### config.mk
export PLATFORM = sky130hd
export DESIGN_NAME = decode
export DESIGN_NICKNAME = d
export VERILOG_FILES = /design/src/rtl/decode.sv
export SDC_FILE = /design/constraint.sdc
export NUM_CORES = 2
export LEC_CHECK = 0
export ABC_AREA = 0
export ABC_CLOCK_PERIOD_IN_PS = 3400
export CAP_MARGIN = 40
export CORE_ASPECT_RATIO = 1.1
export CORE_MARGIN = 2
export CORE_UTILIZATION = 57
export DETAILED_ROUTE_END_ITERATION = 7
export PLACE_DENSITY = 0.78
export SYNTH_ARGS = -nofsm -noshare
export SYNTH_HDL_FRONTEND = slang
export SYNTH_SLANG_ARGS = --single-unit
### constraint.sdc
create_clock -name clk -period 3.4 [get_ports clk]
set_input_delay 0.68 -clock clk [delete_from_list [all_inputs] [get_ports clk]]
set_output_delay 0.68 -clock clk [all_outputs]
set_load 0.005 [all_outputs]
### src/rtl/decode.sv
// decode: MIPS ID stage. Splits the IF/ID instruction into fields, generates
// control, reads the 32x32 register file (with write-through bypass from
// write-back), sign-extends the immediate and registers it all into ID/EX.
module decode (
  input  logic        clk,
  input  logic        rst,
  input  logic [31:0] if_id_npc,
  input  logic [31:0] if_id_instr,
  input  logic        flush,
  input  logic        wb_reg_write,
  input  logic [4:0]  wb_write_reg,
  input  logic [31:0] wb_write_data,
  output logic [1:0]  id_ex_wb,
  output logic [2:0]  id_ex_m,
  output logic [3:0]  id_ex_ex,
  output logic [31:0] id_ex_npc,
  output logic [31:0] id_ex_rd1,
  output logic [31:0] id_ex_rd2,
  output logic [31:0] id_ex_imm,
  output logic [4:0]  id_ex_rt,
  output logic [4:0]  id_ex_rd
);

  // ID/EX latch contents
  typedef struct packed {
    logic [1:0]  wb;   // {RegWrite, MemtoReg}
    logic [2:0]  m;    // {Branch, MemRead, MemWrite}
    logic [3:0]  ex;   // {RegDst, ALUOp[1:0], ALUSrc}
    logic [31:0] npc;
    logic [31:0] rd1;
    logic [31:0] rd2;
    logic [31:0] imm;
    logic [4:0]  rt;
    logic [4:0]  rd;
  } id_ex_t;

  localparam logic [5:0] OP_RTYPE = 6'b000000;
  localparam logic [5:0] OP_LW    = 6'b100011;
  localparam logic [5:0] OP_SW    = 6'b101011;
  localparam logic [5:0] OP_BEQ   = 6'b000100;

  logic [5:0]  opcode;
  logic [4:0]  rs, rt, rd;
  logic [15:0] imm;

  assign opcode = if_id_instr[31:26];
  assign rs     = if_id_instr[25:21];
  assign rt     = if_id_instr[20:16];
  assign rd     = if_id_instr[15:11];
  assign imm    = if_id_instr[15:0];

  logic [1:0] ctl_wb;
  logic [2:0] ctl_m;
  logic [3:0] ctl_ex;

  // Control decode from opcode; unknown opcodes fall through to a NOP
  always_comb begin
    ctl_wb = 2'b00;
    ctl_m  = 3'b000;
    ctl_ex = 4'b0000;
    unique case (opcode)
      OP_RTYPE: begin ctl_wb = 2'b10; ctl_m = 3'b000; ctl_ex = 4'b1100; end
      OP_LW:    begin ctl_wb = 2'b11; ctl_m = 3'b010; ctl_ex = 4'b0001; end
      OP_SW:    begin ctl_wb = 2'b00; ctl_m = 3'b001; ctl_ex = 4'b0001; end
      OP_BEQ:   begin ctl_wb = 2'b00; ctl_m = 3'b100; ctl_ex = 4'b0010; end
      default:  ;
    endcase
  end

  // Register file; entry 0 is never written so it stays zero after reset
  logic [31:0][31:0] rf_q, rf_d;
  logic              wr_en;

  assign wr_en = wb_reg_write && (wb_write_reg != 5'd0);

  // Next register-file state from the write-back port
  always_comb begin
    rf_d = rf_q;
    if (wr_en) rf_d[wb_write_reg] = wb_write_data;
  end

  // Register-file state; reset clears every entry and drops the write
  always_ff @(posedge clk) begin
    if (!rst) rf_q <= '0;
    else      rf_q <= rf_d;
  end

  logic [31:0] rd1, rd2;

  // Read ports: $0 reads zero, same-cycle write-back is forwarded
  always_comb begin
    rd1 = rf_q[rs];
    rd2 = rf_q[rt];
    if (wr_en && (wb_write_reg == rs)) rd1 = wb_write_data;
    if (wr_en && (wb_write_reg == rt)) rd2 = wb_write_data;
    if (rs == 5'd0) rd1 = 32'd0;
    if (rt == 5'd0) rd2 = 32'd0;
  end

  id_ex_t id_ex_q, id_ex_d;

  // Next ID/EX contents; a flush squashes only the control bundles
  always_comb begin
    id_ex_d.wb  = flush ? 2'b00   : ctl_wb;
    id_ex_d.m   = flush ? 3'b000  : ctl_m;
    id_ex_d.ex  = flush ? 4'b0000 : ctl_ex;
    id_ex_d.npc = if_id_npc;
    id_ex_d.rd1 = rd1;
    id_ex_d.rd2 = rd2;
    id_ex_d.imm = {{16{imm[15]}}, imm};
    id_ex_d.rt  = rt;
    id_ex_d.rd  = rd;
  end

  // ID/EX latch; reset takes priority over flush
  always_ff @(posedge clk) begin
    if (!rst) id_ex_q <= '0;
    else      id_ex_q <= id_ex_d;
  end

  assign id_ex_wb  = id_ex_q.wb;
  assign id_ex_m   = id_ex_q.m;
  assign id_ex_ex  = id_ex_q.ex;
  assign id_ex_npc = id_ex_q.npc;
  assign id_ex_rd1 = id_ex_q.rd1;
  assign id_ex_rd2 = id_ex_q.rd2;
  assign id_ex_imm = id_ex_q.imm;
  assign id_ex_rt  = id_ex_q.rt;
  assign id_ex_rd  = id_ex_q.rd;

endmodule

# --- Word-level counts from Yosys, hierarchy flattened ---
# Cells that the tools add are included.
op_classes:
  reduce_logical: 12
  n_mul: 0
  order_cmp: 4
  n_bitwise: 1
  shifts: 0
  addsub: 0
  div: 0
  n_eq_ne: 5
  n_mux: 12
op_table:
  columns: ["cell", "count"]
  rows:
  - ["bitwise mux 1024 bit", 1]
  - ["binary-select mux 32 bit (select 5 bit)", 2]
  - ["demux 32 bit (select 5 bit)", 1]
  - ["two-way mux 32 bit", 5]
  - ["< comparator 5 x 6 -> 1 bit, second input constant", 3]
  - ["== test 6 bit, second input constant", 2]
  - ["case mux 4 bit (3 select lines)", 1]
  - ["== test 5 bit", 2]
  - ["logical NOT 5 bit", 2]
  - ["case mux 3 bit (3 select lines)", 1]
  - ["OR reduction 2 bit", 4]
  - ["== test 6 x 3 -> 1 bit, second input constant", 1]
  - ["logical NOT 6 bit", 1]
  - ["greater-or-equal comparator 5 x 1 -> 1 bit, second input constant", 1]
  - ["nonzero test 5 bit", 1]
  - ["logical AND 1 bit", 4]
  - ["case mux 2 bit (2 select lines)", 1]
  - ["NOT 1 bit", 1]
word_totals:
  mem_bits_ro: 0
  input_bits: 105
  reg_bits: 1155
  memories: 0
  out_inout_bits: 147
  mem_bits_rw: 0
  wordCells: 75
  latchBits: 0

# --- Longest topological paths before layout ---
logic_depth:
  depth_word: 5
  mapped_depth: 8

# --- Worst setup path before layout ---
# Ideal clock, no wire load.
synth_timing:
  path_kind: "input -> register"
  startpoint: "input if_id_instr[21]"
  endpoint: "register id_ex_q (netlist bit id_ex_rd1[10])"
  cell_stages: 6
  slack_ns: 0.810
  setup_ns: 0.120
  arrival_ns: 2.470
  cell_sequence: "buf_2 buf_1 mux4_2 a22oi_1 a21oi_1 a211o_1"
synth_between:
  elab_chain_cells: 3
  elab_cells_between_ends: 7
  cone_classes: "eq/ne (1); mux (3); reduce/logical (3)"
synth_rtl:
  columns: ["element", "line_no", "text"]
  rows:
  - ["start: declaration", "8", "input logic [31:0] if_id_instr,"]
  - ["binary-select mux 32 bit (select 5 bit) or == test 5 bit (tied branches)", "92, 94", null]
  - ["two-way mux 32 bit (implied by the code) or logical AND 1 bit (tied branches)", "92, 94", null]
  - ["two-way mux 32 bit", "94", "if (wr_en && (wb_write_reg == rs)) rd1 = wb_write_data;"]
  - ["end signal: assignment", "118", "else id_ex_q <= id_ex_d;"]
  - ["end: declaration", "100", "id_ex_t id_ex_q, id_ex_d;"]
# Several ways; a longest one is shown, not always the timed one. The select of a mux whose other input is x is not followed.
# A chain may end at the register's enable or synchronous reset.

# --- Worst setup path in the final report ---
layout_timing:
  startpoint: "register, netlist name id_ex_imm[15]"
  endpoint: "output id_ex_imm[23]"
layout_rtl:
  columns: ["element", "line_no", "text"]
  rows:
  - ["end: declaration", "19", "output logic [31:0] id_ex_imm,"]
# No word-level cell between the ends.

==> results <==
- The flow ran to the end, and the final reports show no timing, DRC or antenna violations.
- The final count of pins violating max slew is 0.
- In the finished design, the share of the clock period the worst path needs comes to 0.772.
- The number of global-route vias before repair is 49,800.
- During synthesis, Yosys emitted a total of 0 warnings.
- Once the clock tree was built, the setup fixing pass inserted 0 buffers.
- The standard cell with the maximum stage delay on the critical path is sky130_fd_sc_hd__dfxtp_1.
- The floorplan die area is 105,000 µm².
- The switching power share of the total is 0.248.
- Setup violations remaining at the end of the flow were counted as 0.
- The core region is 102,000 µm².
- The adder-cell share of the synthesized area is 0.
- In this run, distinct cell masters in the synthesized netlist total 39.
- During placement, the flow inserted port buffers numbering 251.
- Of the total power, registers draw 0.466.
- The fmax is 0.381 GHz.
- The worst-path maximum fanout is 18.
- The most used flip-flop cell after synthesis is sky130_fd_sc_hd__dfxtp_1.
- The area growth from synthesis to layout is 14.5%.
- The number of I/O pins is 252.
- The estimated wirelength of the detail-placed design is 124,000 µm.
- The logic depth of the worst path, buffers included is 1.
- Setup repair after global routing left no endpoint under its margin.
- The largest family of logic cells by synthesized area is multiplexers.
- Of the total power, combinational logic draws 0.095.
- Of the total synthesized cell area, the portion taken by XOR and XNOR cells is 0.00150.
- The number of enable-type register cells in the synthesized netlist is 0.
- The number of hold-slack violations in the final timing report is 0.
- At the end of the flow the core is filled with cells to 0.656.
- VDD sags by at most 421 µV.
- The post-detailed-routing wire length is 203,000 µm.
- For this design the total switching power over the nets is 7.33 mW.
- Measured along the y axis, the die boundary spans 339 µm.
- Summing over every cut layer, the via total after detailed routing is 51,100.
- The number of clock sinks seen by CTS is 1,149.
- After clock tree synthesis, the repair step resized 0 gates.
- The number of nets in the synthesized netlist is 6,419.
- Entering global routing, the biggest net connects 256 pins.
- The number of nets with antenna violations after detailed routing is 0.
- Clock skew on the completed layout was measured at 0.0177 ns.
- For this configuration, the core starts out at a cell density of 0.573.
- On the critical path the largest part of the delay comes from flip-flops.
- The cts-stage hold buffer count is 0.
- The area of placed instances is 62,900 µm².
- The leakage power total is 22.6 nW.
- The worst path buffer plus inverter count is 1.
- The proportion of power drawn by the clock network is 0.439.
- The longest clock path from root to sink contains 3 buffers.
- Dividing the detail-routed wire length by the instance count gives 26.2 µm.
- Measured against its own limit, the worst slew margin works out to 0.262.
- The initial antenna violation count came to 6.
- The horizontal die dimension is 309 µm.
- The number of placement rows is 123.
- The ratio of routed vias to standard cells is 6.59.
- The final critical path time including I/O delays and setup is 2.63 ns.
- The area fraction in compound gates after synthesis is 0.196.
- For the worst setup path, the data required time is 2.72 ns.
- The global-route wire length before repair is 303,000 µm.
- The summed area of non-filler cells in the final layout is 66,700 µm².
- The worst setup path is launched from a flip-flop.
- The worst register-to-register path has a depth of 5.
- The clock network latency to the later pin of the worst-skew pair is 0.72 ns.
- The kind of critical path is reg2out.
- Clock-pin slew was measured on the worst setup and hold paths at 0.06 ns.
- The number of levels the H-tree was split into is 3.
- The cell-internal power is 22.2 mW.
- The area occupied by registers is 23,000 µm².
- Of the synthesized area, sequential elements account for 0.395.
- The count of fill cells added during filler insertion is 7,874.
- After the first detailed-routing iteration, the DRC count stood at 6,998.
- The register bit total from synthesis is 1,149.
- Clock tree synthesis selected as its root buffer the cell sky130_fd_sc_hd__clkbuf_16.
- The last weighted congestion value of the routability-driven placer is 0.892.
- The post-detailed-route DRC marker count is 0.
- The category of the worst setup path capture point is a primary output.
- The power density over the cells is 443 nW/µm².
- The share of synthesized cell area in and, or, nand and nor gates is 0.154.
- The async set or reset register ratio after synthesis is 0.
- Global routing finished with a remaining overflow of 0.
- Adding up every negative setup slack in the final design gives 0 ns.
- Of the cells placed in the final design, the portion with a size suffix greater than 1 is 0.143.
- For the pin with the worst max-slew slack, the measured transition is 1.11 ns.
- Measured against the total synthesized area, the mux share comes to 0.203.
- Max-cap violations in this run came to 0.
- The mapped netlist covers 58,300 µm².
- The synthesized netlist cell count is 6,314.
- Walking the worst path, the cells encountered are clkdlybuf4s50_1.
- The per-instance average area after synthesis is 9.23 µm².
- In this run the worst hold path is classified as in2reg.
- The critical path arrival is 1.95 ns.
- TritonCTS built the clock tree.
- The number of CTS-inserted buffers is 116.
- For this run, the total global-route usage over all layers was measured as 0.381.
- The net count of the finished layout is 6,394.
- On the worst path, the slowest cell contributes a delay of 0.62 ns.
- The instance count along the most critical hold path is 2.
- The count of TritonRoute iterations in the first routing pass is 8.
- The area used by multi-input combinational logic is 32,700 µm².
-- state kept, by name, summed over array words and instances (netlist names) --
signal,cells
id_ex_rd2,32
id_ex_ex,3
id_ex_npc,32
id_ex_wb,2
rf_q,1024
id_ex_rd1,32
id_ex_imm,16
id_ex_rt,5
id_ex_m,3
-- stage by stage --
stage / setup slack, ns / instances / hold slack (ns) / power, mW
2_1_floorplan: 0.810 / 6314 / 0.443 / 15.6
3_3_place_gp: 0.309 / 7540 / 0.456 / 16.7
3_5_place_dp: 0.250 / 7546 / 0.465 / 16.8
4_1_cts: 0.718 / 7755 / 0.316 / 29.5
5_1_grt: 0.673 / 7758 / 0.346 / 30.2
6_report: 0.775 / 7759 / 0.336 / 29.5
-- power groups by stage --
stage / clock network [mW] / registers (mW) / logic (mW)
5_1_grt: 13.5 / 13.8 / 2.90
6_report: 13.0 / 13.8 / 2.81
2_1_floorplan: 0 / 14.0 / 1.62
3_3_place_gp: 0 / 14.0 / 2.70
3_5_place_dp: 0 / 14.0 / 2.73
4_1_cts: 13.0 / 13.7 / 2.74
-- per-layer routing --
| layer | share of wire | track usage | wire length [µm] | up-vias |
|---|---|---|---|---|
| li1 | - | - | - | 22000 |
| met1 | 0.35 | 0.476 | 72100 | 24600 |
| met2 | 0.45 | 0.588 | 90700 | 3629 |
| met3 | 0.12 | 0.0807 | 25100 | 946 |
| met4 | 0.076 | 0.267 | 15400 | 4 |
| met5 | 0.00051 | 0.00638 | 104 | - |
-- final timing paths --
| kind | endpoint | startpoint | slack [ns] |
|---|---|---|---|
| max reg2reg | id_ex_rd2[22]$_SDFF_PP0_ | rf_q[118]$_SDFFE_PN0P_ | 1.47 |
| max | id_ex_imm[23] | id_ex_imm[15]$_SDFF_PN0_ | 0.77 |
| min | rf_q[347]$_SDFFE_PN0P_ | rst | 0.34 |
| min reg2reg | rf_q[125]$_SDFFE_PN0P_ | rf_q[125]$_SDFFE_PN0P_ | 0.47 |
-- synthesized netlist by cell type (all sizes together) (4+ instances only) --
cell / number / area share
nand2: 2023 / 0.13
dfxtp: 1149 / 0.39
a21boi: 992 / 0.13
clkbuf: 509 / 0.033
mux4: 384 / 0.15
mux2i: 320 / 0.055
buf: 175 / 0.017
a211oi: 129 / 0.017
a221oi: 128 / 0.019
and2: 88 / 0.0095
nor2b: 66 / 0.0071
a211o: 64 / 0.0096
a21oi: 64 / 0.0055
a22oi: 64 / 0.0082
o21bai: 64 / 0.0082
nor2: 40 / 0.0026
xnor2: 10 / 0.0015
nand3: 5 / 0.00043
nor4: 5 / 0.00054
nor3: 4 / 0.00034
nor3b: 4 / 0.00052
o31ai: 4 / 0.00075
-- cell families (layout without fill, tap and decap cells) --
logic type | Yosys count | in the layout
flip-flops | 1149 | 1149
buffers and inverters | 687 | 753
XOR/XNOR | 10 | 10
AO/OA/AOI/OAI | 1510 | 1510
other | 0 | 4
multiplexers | 704 | 704
AND/OR/NAND/NOR | 2254 | 2254
-- area by class of cell --
cell class	instances	area share
diodes	4	0.000150
clock buffers	180	0.0530
clock inverters	29	0.00403
inverters	3	0.000169
multi-input cells	4478	0.490
flip-flops and latches	1149	0.345
well taps	1375	0.0258
repair buffers	541	0.0821
-- layout by cell type (no fill, tap or decap), types with 3 or more instances in the layout --
cell type                         instances
sky130_fd_sc_hd__nand2_1               2020
sky130_fd_sc_hd__dfxtp_1               1149
sky130_fd_sc_hd__a21boi_0               992
sky130_fd_sc_hd__mux4_2                 384
sky130_fd_sc_hd__mux2i_1                320
sky130_fd_sc_hd__clkdlybuf4s50_1        242
sky130_fd_sc_hd__buf_4                  230
sky130_fd_sc_hd__a211oi_1               129
sky130_fd_sc_hd__a221oi_1               128
sky130_fd_sc_hd__clkbuf_16              119
sky130_fd_sc_hd__and2_1                  88
sky130_fd_sc_hd__nor2b_1                 64
sky130_fd_sc_hd__a22oi_1                 64
sky130_fd_sc_hd__o21bai_1                64
sky130_fd_sc_hd__a21oi_1                 64
sky130_fd_sc_hd__a211o_1                 64
sky130_fd_sc_hd__buf_12                  57
sky130_fd_sc_hd__nor2_4                  33
sky130_fd_sc_hd__clkbuf_8                33
sky130_fd_sc_hd__clkbuf_1                28
sky130_fd_sc_hd__clkinv_2                18
sky130_fd_sc_hd__xnor2_1                 10
sky130_fd_sc_hd__buf_8                    9
sky130_fd_sc_hd__nor2_1                   7
sky130_fd_sc_hd__nand3_1                  5
sky130_fd_sc_hd__diode_2                  4
sky130_fd_sc_hd__nor3_1                   4
sky130_fd_sc_hd__nor3b_1                  4
sky130_fd_sc_hd__nor4_1                   4
sky130_fd_sc_hd__o31ai_4                  4
sky130_fd_sc_hd__bufinv_16                4
sky130_fd_sc_hd__clkinvlp_4               4
sky130_fd_sc_hd__or2_2                    3
sky130_fd_sc_hd__nand2_2                  3
sky130_fd_sc_hd__nand2b_1                 3
sky130_fd_sc_hd__inv_1                    3
No activity file was read; power rests on OpenSTA's default activity.
